**src/rtl/vend_payout_if.sv**
```systemverilog
// Signal bundle between the coin controller / mechanics and vend_payout_unit.
// The unit attaches through the slave modport; the controller side uses master.
interface vend_payout_if #(
    parameter int CHANGE_W = 2
);
    logic                vend_req;
    logic [CHANGE_W-1:0] change_in;
    logic                motor_done;
    logic                hopper_ack;
    logic                clear_err;
    logic                motor_on;
    logic                hopper_pulse;
    logic                busy;
    logic                done;
    logic                jam_err;
    logic [CHANGE_W-1:0] coins_paid;
    logic [15:0]         total_paid;

    modport master (
        output vend_req,
        output change_in,
        output motor_done,
        output hopper_ack,
        output clear_err,
        input  motor_on,
        input  hopper_pulse,
        input  busy,
        input  done,
        input  jam_err,
        input  coins_paid,
        input  total_paid
    );

    modport slave (
        input  vend_req,
        input  change_in,
        input  motor_done,
        input  hopper_ack,
        input  clear_err,
        output motor_on,
        output hopper_pulse,
        output busy,
        output done,
        output jam_err,
        output coins_paid,
        output total_paid
    );
endinterface

```
**src/rtl/vend_payout_unit.sv**
```systemverilog
// Vend back end: runs the product motor, pays change coin by coin with jam retry.
// Define PAYOUT_STATS_EN to build the lifetime total_paid coin counter.
module vend_payout_unit #(
    parameter int CHANGE_W      = 2,
    parameter int PULSE_CYCLES  = 4,
    parameter int ACK_TIMEOUT   = 16,
    parameter int MOTOR_TIMEOUT = 64,
    parameter int MAX_RETRY     = 1
) (
    input  logic          clk,
    input  logic          reset,
    vend_payout_if.slave  bus
);

    localparam logic [2:0] ST_IDLE      = 3'd0;
    localparam logic [2:0] ST_VEND      = 3'd1;
    localparam logic [2:0] ST_PAY_PULSE = 3'd2;
    localparam logic [2:0] ST_PAY_WAIT  = 3'd3;
    localparam logic [2:0] ST_DONE      = 3'd4;
    localparam logic [2:0] ST_ERROR     = 3'd5;

    localparam int TIMER_MAX_A = (MOTOR_TIMEOUT > ACK_TIMEOUT) ? MOTOR_TIMEOUT : ACK_TIMEOUT;
    localparam int TIMER_MAX   = (TIMER_MAX_A > PULSE_CYCLES) ? TIMER_MAX_A : PULSE_CYCLES;
    localparam int TIMER_W     = $clog2(TIMER_MAX + 1);
    localparam int RETRY_W     = (MAX_RETRY > 0) ? $clog2(MAX_RETRY + 1) : 1;

    localparam logic [TIMER_W-1:0] MOTOR_LAST = TIMER_W'(MOTOR_TIMEOUT - 1);
    localparam logic [TIMER_W-1:0] ACK_LAST   = TIMER_W'(ACK_TIMEOUT - 1);
    localparam logic [TIMER_W-1:0] PULSE_LAST = TIMER_W'(PULSE_CYCLES - 1);
    localparam logic [RETRY_W-1:0] RETRY_LIM  = RETRY_W'(MAX_RETRY);

    logic [2:0]          state, state_n;
    logic [TIMER_W-1:0]  timer, timer_n;
    logic [CHANGE_W-1:0] remaining, remaining_n;
    logic [CHANGE_W-1:0] coins, coins_n;
    logic [RETRY_W-1:0]  retry, retry_n;

    logic motor_on_q;
    logic hopper_pulse_q;
    logic busy_q;
    logic done_q;
    logic jam_err_q;

    function automatic logic [CHANGE_W-1:0] sat_inc(input logic [CHANGE_W-1:0] v);
        if (&v) begin
            return v;
        end
        return v + CHANGE_W'(1);
    endfunction

    always_comb begin
        state_n     = state;
        timer_n     = timer;
        remaining_n = remaining;
        coins_n     = coins;
        retry_n     = retry;
        case (state)
            ST_IDLE: begin
                if (bus.vend_req) begin
                    state_n     = ST_VEND;
                    remaining_n = bus.change_in;
                    coins_n     = '0;
                    timer_n     = '0;
                    retry_n     = '0;
                end
            end
            ST_VEND: begin
                // A drop reported in the timeout cycle still counts as success.
                if (bus.motor_done) begin
                    timer_n = '0;
                    state_n = (remaining != '0) ? ST_PAY_PULSE : ST_DONE;
                end else if (timer == MOTOR_LAST) begin
                    state_n = ST_ERROR;
                end else begin
                    timer_n = timer + 1'b1;
                end
            end
            ST_PAY_PULSE: begin
                if (timer == PULSE_LAST) begin
                    timer_n = '0;
                    state_n = ST_PAY_WAIT;
                end else begin
                    timer_n = timer + 1'b1;
                end
            end
            ST_PAY_WAIT: begin
                if (bus.hopper_ack) begin
                    coins_n     = sat_inc(coins);
                    remaining_n = remaining - CHANGE_W'(1);
                    retry_n     = '0;
                    timer_n     = '0;
                    state_n     = (remaining == CHANGE_W'(1)) ? ST_DONE : ST_PAY_PULSE;
                end else if (timer == ACK_LAST) begin
                    timer_n = '0;
                    if (retry < RETRY_LIM) begin
                        retry_n = retry + 1'b1;
                        state_n = ST_PAY_PULSE;
                    end else begin
                        state_n = ST_ERROR;
                    end
                end else begin
                    timer_n = timer + 1'b1;
                end
            end
            ST_DONE: begin
                state_n = ST_IDLE;
            end
            ST_ERROR: begin
                if (bus.clear_err) begin
                    state_n = ST_IDLE;
                end
            end
            default: begin
                state_n     = ST_IDLE;
                timer_n     = '0;
                remaining_n = '0;
                retry_n     = '0;
            end
        endcase
    end

    // Outputs are registered from the next state so they change with the state itself.
    always_ff @(posedge clk or posedge reset) begin
        if (reset) begin
            state          <= ST_IDLE;
            timer          <= '0;
            remaining      <= '0;
            coins          <= '0;
            retry          <= '0;
            motor_on_q     <= 1'b0;
            hopper_pulse_q <= 1'b0;
            busy_q         <= 1'b0;
            done_q         <= 1'b0;
            jam_err_q      <= 1'b0;
        end else begin
            state          <= state_n;
            timer          <= timer_n;
            remaining      <= remaining_n;
            coins          <= coins_n;
            retry          <= retry_n;
            motor_on_q     <= (state_n == ST_VEND);
            hopper_pulse_q <= (state_n == ST_PAY_PULSE);
            busy_q         <= (state_n != ST_IDLE);
            done_q         <= (state_n == ST_DONE);
            jam_err_q      <= (state_n == ST_ERROR);
        end
    end

    assign bus.motor_on     = motor_on_q;
    assign bus.hopper_pulse = hopper_pulse_q;
    assign bus.busy         = busy_q;
    assign bus.done         = done_q;
    assign bus.jam_err      = jam_err_q;
    assign bus.coins_paid   = coins;

`ifdef PAYOUT_STATS_EN
    logic [15:0] total_q;

    // Survives clear_err; only reset zeroes the lifetime count.
    always_ff @(posedge clk or posedge reset) begin
        if (reset) begin
            total_q <= '0;
        end else if (state == ST_PAY_WAIT && bus.hopper_ack) begin
            total_q <= total_q + 16'd1;
        end
    end

    assign bus.total_paid = total_q;
`else
    assign bus.total_paid = '0;
`endif

endmodule

```
**src/flat_wrapper.sv**
```systemverilog
// flat-port wrapper written by rule: the top's interface ports become plain ports
module vend_payout_unit_flat 
#(
    parameter int CHANGE_W      = 2,
    parameter int PULSE_CYCLES  = 4,
    parameter int ACK_TIMEOUT   = 16,
    parameter int MOTOR_TIMEOUT = 64,
    parameter int MAX_RETRY     = 1
)
  (clk, reset, bus_vend_req, bus_change_in, bus_motor_done, bus_hopper_ack, bus_clear_err, bus_motor_on, bus_hopper_pulse, bus_busy, bus_done, bus_jam_err, bus_coins_paid, bus_total_paid);
  vend_payout_if #(.CHANGE_W(CHANGE_W)) bus_i ();
  input  logic clk;
  input  logic reset;
  input wire logic [$bits(bus_i.vend_req)-1:0] bus_vend_req;
  input wire logic [$bits(bus_i.change_in)-1:0] bus_change_in;
  input wire logic [$bits(bus_i.motor_done)-1:0] bus_motor_done;
  input wire logic [$bits(bus_i.hopper_ack)-1:0] bus_hopper_ack;
  input wire logic [$bits(bus_i.clear_err)-1:0] bus_clear_err;
  output wire logic [$bits(bus_i.motor_on)-1:0] bus_motor_on;
  output wire logic [$bits(bus_i.hopper_pulse)-1:0] bus_hopper_pulse;
  output wire logic [$bits(bus_i.busy)-1:0] bus_busy;
  output wire logic [$bits(bus_i.done)-1:0] bus_done;
  output wire logic [$bits(bus_i.jam_err)-1:0] bus_jam_err;
  output wire logic [$bits(bus_i.coins_paid)-1:0] bus_coins_paid;
  output wire logic [$bits(bus_i.total_paid)-1:0] bus_total_paid;
  assign bus_i.vend_req = bus_vend_req;
  assign bus_i.change_in = bus_change_in;
  assign bus_i.motor_done = bus_motor_done;
  assign bus_i.hopper_ack = bus_hopper_ack;
  assign bus_i.clear_err = bus_clear_err;
  assign bus_motor_on = bus_i.motor_on;
  assign bus_hopper_pulse = bus_i.hopper_pulse;
  assign bus_busy = bus_i.busy;
  assign bus_done = bus_i.done;
  assign bus_jam_err = bus_i.jam_err;
  assign bus_coins_paid = bus_i.coins_paid;
  assign bus_total_paid = bus_i.total_paid;
  vend_payout_unit #(.CHANGE_W(CHANGE_W), .PULSE_CYCLES(PULSE_CYCLES), .ACK_TIMEOUT(ACK_TIMEOUT), .MOTOR_TIMEOUT(MOTOR_TIMEOUT), .MAX_RETRY(MAX_RETRY)) u_core (.clk(clk), .reset(reset), .bus(bus_i));
endmodule
```
**config.mk**
```make
export PLATFORM = sky130hd
export DESIGN_NAME = vend_payout_unit_flat
export DESIGN_NICKNAME = d
export VERILOG_FILES = /design/src/rtl/vend_payout_if.sv /design/src/rtl/vend_payout_unit.sv /design/src/flat_wrapper.sv
export SDC_FILE = /design/constraint.sdc
export NUM_CORES = 1
export LEC_CHECK = 0
export CORE_MARGIN = 5
export CORE_UTILIZATION = 62
export DETAILED_ROUTE_END_ITERATION = 10
export DONT_BUFFER_PORTS = 1
export PLACE_DENSITY_LB_ADDON = 0.15
export SKIP_CTS_REPAIR_TIMING = 1
export SYNTH_ARGS = -nofsm -noshare
export SYNTH_HDL_FRONTEND = slang
export SYNTH_SLANG_ARGS = --single-unit
```
**constraint.sdc**
```tcl
create_clock -name clk -period 2.5 [get_ports clk]
set_clock_uncertainty 0.1 [all_clocks]
set_input_delay 0.125 -clock clk [delete_from_list [all_inputs] [get_ports clk]]
set_output_delay 0.125 -clock clk [all_outputs]
set_load 0.01 [all_outputs]
```
Yosys cells after proc, flatten, opt, wreduce, memory -nomap -nowiden
Cells that the tools add are included.

storage, ports and cells
  register bits = 20
  input port bits = 8
  output and inout bits = 23
  logic and storage cells = 80

cells by class
  add/sub/neg operators = 4
  magnitude comparators = 1
  equal/unequal tests = 19
  multiplexer cells = 33
  bitwise logic cells = 2
  reduce and logical (&&, ||, !) cells = 11

operators with widths
  kind                                                    count
  two-way mux 7 bit                                       6
  one-hot mux 7 bit (5 select lines)                      1
  two-way mux 3 bit                                       10
  one-hot mux 3 bit (5 select lines)                      1
  equality test 3 bit (second input constant)             4
  two-way mux 2 bit                                       5
  equality test 3 x 2 -> 1 bit (second input constant)    3
  AND reduction 4 bit                                     2
  adder 7 x 1 -> 7 bit (second input constant)            1
  equality test 7 x 2 -> 1 bit (second input constant)    1
  equality test 7 x 4 -> 1 bit (second input constant)    1
  equality test 7 x 6 -> 1 bit (second input constant)    1
  two-way mux 1 bit                                       7
  equality test 3 x 1 -> 1 bit (second input constant)    2
  inequality test 3 x 2 -> 1 bit (second input constant)  2
  inequality test 3 bit (second input constant)           2
  one-hot mux 2 bit (3 select lines)                      1
  AND reduction 3 bit                                     2
  inequality test 2 bit (second input constant)           2
  one-hot mux 2 bit (2 select lines)                      1
  nonzero test 2 bit                                      2
  OR reduction 4 bit                                      1
  logical NOT 3 bit                                       1
  one-hot mux 1 bit (3 select lines)                      1
  other kinds (9)                                         10

Logic depth before layout (Yosys ltp)
  depth in word-level cells = 7
  depth in mapped cells = 8
  mapped depth without buffers = 7

Least setup slack after synthesis
Ideal clock, no wire load.

  path type = flip-flop to flip-flop
  from = register u_core.timer[0]
  to = register u_core.busy_q, in the netlist u_core.bus.busy
  setup time = 0.131 ns
  arrival time = 1.929 ns
  path slack = 0.340 ns
  stages on the path, launching flop included = 9
  buffers on the path = 1
  clock period less this slack = 2.160 ns
  cell sequence = dfrtp_1 ha_1 or4b_1 buf_2 nor3_1 mux2_1 a32oi_1 inv_1 or3_1

on the way
  word-level cells in the longest chain between the ends = 5
  elaborated cells between the ends (all ways) = 10

ends and longest elaborated chain
  what                                                                                 line                                            text
  start, declared                                                                      vend_payout_unit.sv:33                          logic [TIMER_W-1:0] timer, timer_n;
  start signal, assigned                                                               vend_payout_unit.sv:137                         timer <= timer_n;
  equality test 7 x 4 -> 1 bit / equality test 7 x 6 -> 1 bit (equally long branches)  vend_payout_unit.sv:93, vend_payout_unit.sv:72
  two-way mux 3 bit, on equally long branches                                          vend_payout_unit.sv:93, vend_payout_unit.sv:72
  two-way mux 3 bit, on equally long branches                                          vend_payout_unit.sv:87, vend_payout_unit.sv:69
  one-hot mux 3 bit (5 select lines) (*)                                               vend_payout_unit.sv:57                          case (state)
  net u_core.state_n[2]                                                                vend_payout_unit.sv:32                          logic [2:0] state, state_n;
  nonzero test 3 bit (*)                                                               vend_payout_unit.sv:143                         busy_q <= (state_n != ST_IDLE);
  end signal, assigned                                                                 vend_payout_unit.sv:143
  end, declared                                                                        vend_payout_unit.sv:40                          logic busy_q;

The timed path passes the listed nets; every way through them passes the cells marked *.
A chain may end at the register's enable or synchronous reset.

Worst setup path in the final report
  from = register u_core.timer[0]
  to = register u_core.timer[4]

on the way
  word-level cells in the longest chain between the ends = 4
  elaborated cells between the ends (all ways) = 12

ends and longest elaborated chain
  what                                                                         line
  adder 7 x 1 -> 7 bit / equality test 7 x 4 -> 1 bit (equally long branches)  n/a
  two-way mux 7 bit, on equally long branches                                  vend_payout_unit.sv:93, vend_payout_unit.sv:72
  two-way mux 7 bit, on equally long branches                                  vend_payout_unit.sv:87, vend_payout_unit.sv:69
  one-hot mux 7 bit (5 select lines)                                           vend_payout_unit.sv:57

Parallel ways exist; a longest one is shown, timed or not. The select of a mux whose other input is x is not followed.

==> metrics.txt <==
crit-path cells ha_1, or4b_1, o21bai_1, a21o_1, nand2_1, a221o_1; DIE HEIGHT 56.6 µm; Logic pwr share 45.1%; stages on the worst setup path 6; total gr overflow 0; largest net degree at the start of global routing 21; Fin. Hold Viols 1; commonest non-fill, non-tap cell in the layout dfrtp_1; initial core utilization 66.7%; status finished with violations; M1 GR Usage 20.4%; CP endpoint kind register; Post-Syn Area 0.00135 mm²; FF-to-FF path depth 6; via count 1029; RSZ-0062 raised after global routing no; post-layout instance area 0.00141 mm²; Rel. slew slack 50.0%; drt pass-1 iters 4; GPL Wtd Cong 0.856; hold depth 3; Syn-to-layout area delta 4.27%; Tot GR Track Use 16.8%; core area 0.00202 mm²; Avg Cell Area, Syn 9.11 µm²; layout cells sized above 1 10.6%; maximum VDD drop 697 µV; HPWL Detailed 2.03 mm; dpl cells 171; Switch Pwr 0.000551 W; Routed wire per std cell 14.6 µm; Fill cells 177; GR peak layer met2; die area 0.00321 mm²; # diodes 0; ys flop type dfrtp_1; Cell Count, Final, Fillers Out 178; asr flop ratio synth 100%; DRT iter0 DRCs 15; CP Max Fanout 6; Setup crit start kind register; Nets 164; Achievable Freq 0.433 GHz; post-route minimum period 2310 ps; total internal power 0.000825 W; Flop pwr share 35.7%; Global Route met2 Usage 28.7%; Root Buffer clkbuf_4; Clock Sinks 20; DRT antenna net count 0; Yosys Warn Count 0; failing checks negative hold slack; Crit Path Class register to register; crit path DAT 2410 ps; H-tree Lvls 1; PD cells 978 mW/mm²; hold slack -15.7 ps; initial antenna violation count 0; total CTS buffers 3; worst hold path type input pin to register; max incr delay on CP 570 ps; CP bufs+invs 0; Ports 31; Distinct cells, synth 48; maximum root-to-sink buffer count 2; DRT Wirelength 2.60 mm; I/O Buffers 0; CTS tree done; max_cap viols 0; row cnt 16; multi-input logic area 741 µm²; post-synthesis sequential area ratio 37.1%; slowest stage cell on the critical path or4b_1; Sum Neg Setup Slack 0 ps; Setup Viol. Count Final 0; die width 56.6 µm; WP data required 2600 ps; number of global-route vias before repair 990; Syn Inst Count 148; most frequent cells in the layout dfrtp_1, conb_1, nand2_1; Slew @ Worst Pin 749 ps; met3 usage 4.36%; Slew Limit Fails 0; storage element area 500 µm²; Pleak 0.649 nW; Reg clk slew, reported paths 110 ps; later-pin clock latency in the skew report 300 ps; Clock power frac 19.2%; vias per inst 5.78; Cell Area, Placed 0.00132 mm²; Yosys reg bits 20; first-pass GRT wire length 4.35 mm; delay-heaviest family, CP compound AO/OA/AOI/OAI gates; number of synthesized flops with an enable pin 0; Switching Fraction 40.0%; final worst-path cycle share 92.3%; drt drc 0
==> sequential cells by signal (all words and copies together), names as in the netlist <==
name	flops
u_core.bus.coins_paid	2
u_core.bus.motor_on	1
u_core.state	3
u_core.retry	1
u_core.bus.done	1
u_core.bus.jam_err	1
u_core.remaining	2
u_core.bus.busy	1
u_core.timer	7
u_core.bus.hopper_pulse	1
==> worst reg2reg max path, cell delays in order, from the launching register on <==
cell      delay [ps]
dfrtp_1          400
ha_1             230
or4b_1           570
o21bai_1         200
a21o_1           230
nand2_1          140
a221o_1          320
==> layout make-up <==
class | instances | area share [%]
clock buffers | 3 | 1.60
multi-input cells | 114 | 52.7
well taps | 27 | 2.40
clock inverters | 1 | 2.14
flip-flops and latches | 20 | 35.6
repair buffers | 6 | 3.74
inverters | 7 | 1.87
==> synth_stat cells (3+ instances only) <==
cell type	number	share of area (%)
nor3_1	3	1.1
nand3_1	3	1.1
nor2_1	10	2.8
a21o_1	3	1.7
dfrtp_1	20	37
clkbuf_1	4	1.1
a211oi_1	3	1.7
inv_1	7	1.9
nand2_1	11	3.1
nor2b_1	5	2.3
ha_1	4	3.7
o21ai_0	3	1.1
buf_4	16	8.9
a21oi_1	7	2.6
nand2b_1	7	3.2
==> per-stage QoR <==
step | worst slack, ps | total power [W] | util, %
5_1_grt | 25.6 | 0.00149 | 69.6
2_1_floorplan | 340 | 0.000988 | -
3_5_place_dp | 181 | 0.00111 | 65.1
6_report | 193 | 0.00138 | 69.6
3_3_place_gp | 274 | 0.00109 | 65.1
4_1_cts | 154 | 0.00137 | 67.7
==> worst paths after layout <==
check	from	slack, ps	endpoint
max	u_core.timer[0]$_DFFE_PP0P_	190	u_core.timer[4]$_DFFE_PP0P_
min reg2reg	u_core.remaining[1]$_DFFE_PP0P_	400	u_core.remaining[1]$_DFFE_PP0P_
min in group asynchronous	reset	280	u_core.timer[3]$_DFFE_PP0P_
min	bus_hopper_ack	-20	u_core.retry$_DFFE_PP0P_
max reg2reg	u_core.timer[0]$_DFFE_PP0P_	190	u_core.timer[4]$_DFFE_PP0P_
max in group asynchronous	reset	1560	u_core.state[2]$_DFF_PP0_
==> logic make-up after synthesis <==
family,after synthesis,synth area share [%]
AO/OA/AOI/OAI,35,20.3
AND/OR/NAND/NOR,56,23.7
multiplexers,2,1.58
flip-flops,20,37.1
other,1,0.278
XOR/XNOR,1,0.649
adder cells (fa/ha/maj),4,3.71
buffers and inverters,29,12.7
==> power groups by stage <==
| stage | clock network [W] | logic [W] | registers (W) |
|---|---|---|---|
| after global routing | 0.000286 | 0.000697 | 0.000504 |
| after CTS | 0.000268 | 0.000611 | 0.000492 |
| final | 0.000264 | 0.000621 | 0.000491 |
| after detailed placement | 0 | 0.000606 | 0.000499 |
| after floorplan | 0 | 0.000509 | 0.000479 |
| after global placement | 0 | 0.000588 | 0.000498 |
==> routing by layer <==
metal	routed length (µm)	part of all wire (%)
met1	1110	43
met2	1240	48
met3	206	7.9
met4	41	1.6
met5	0	0
No activity file was read; power rests on OpenSTA's default activity.
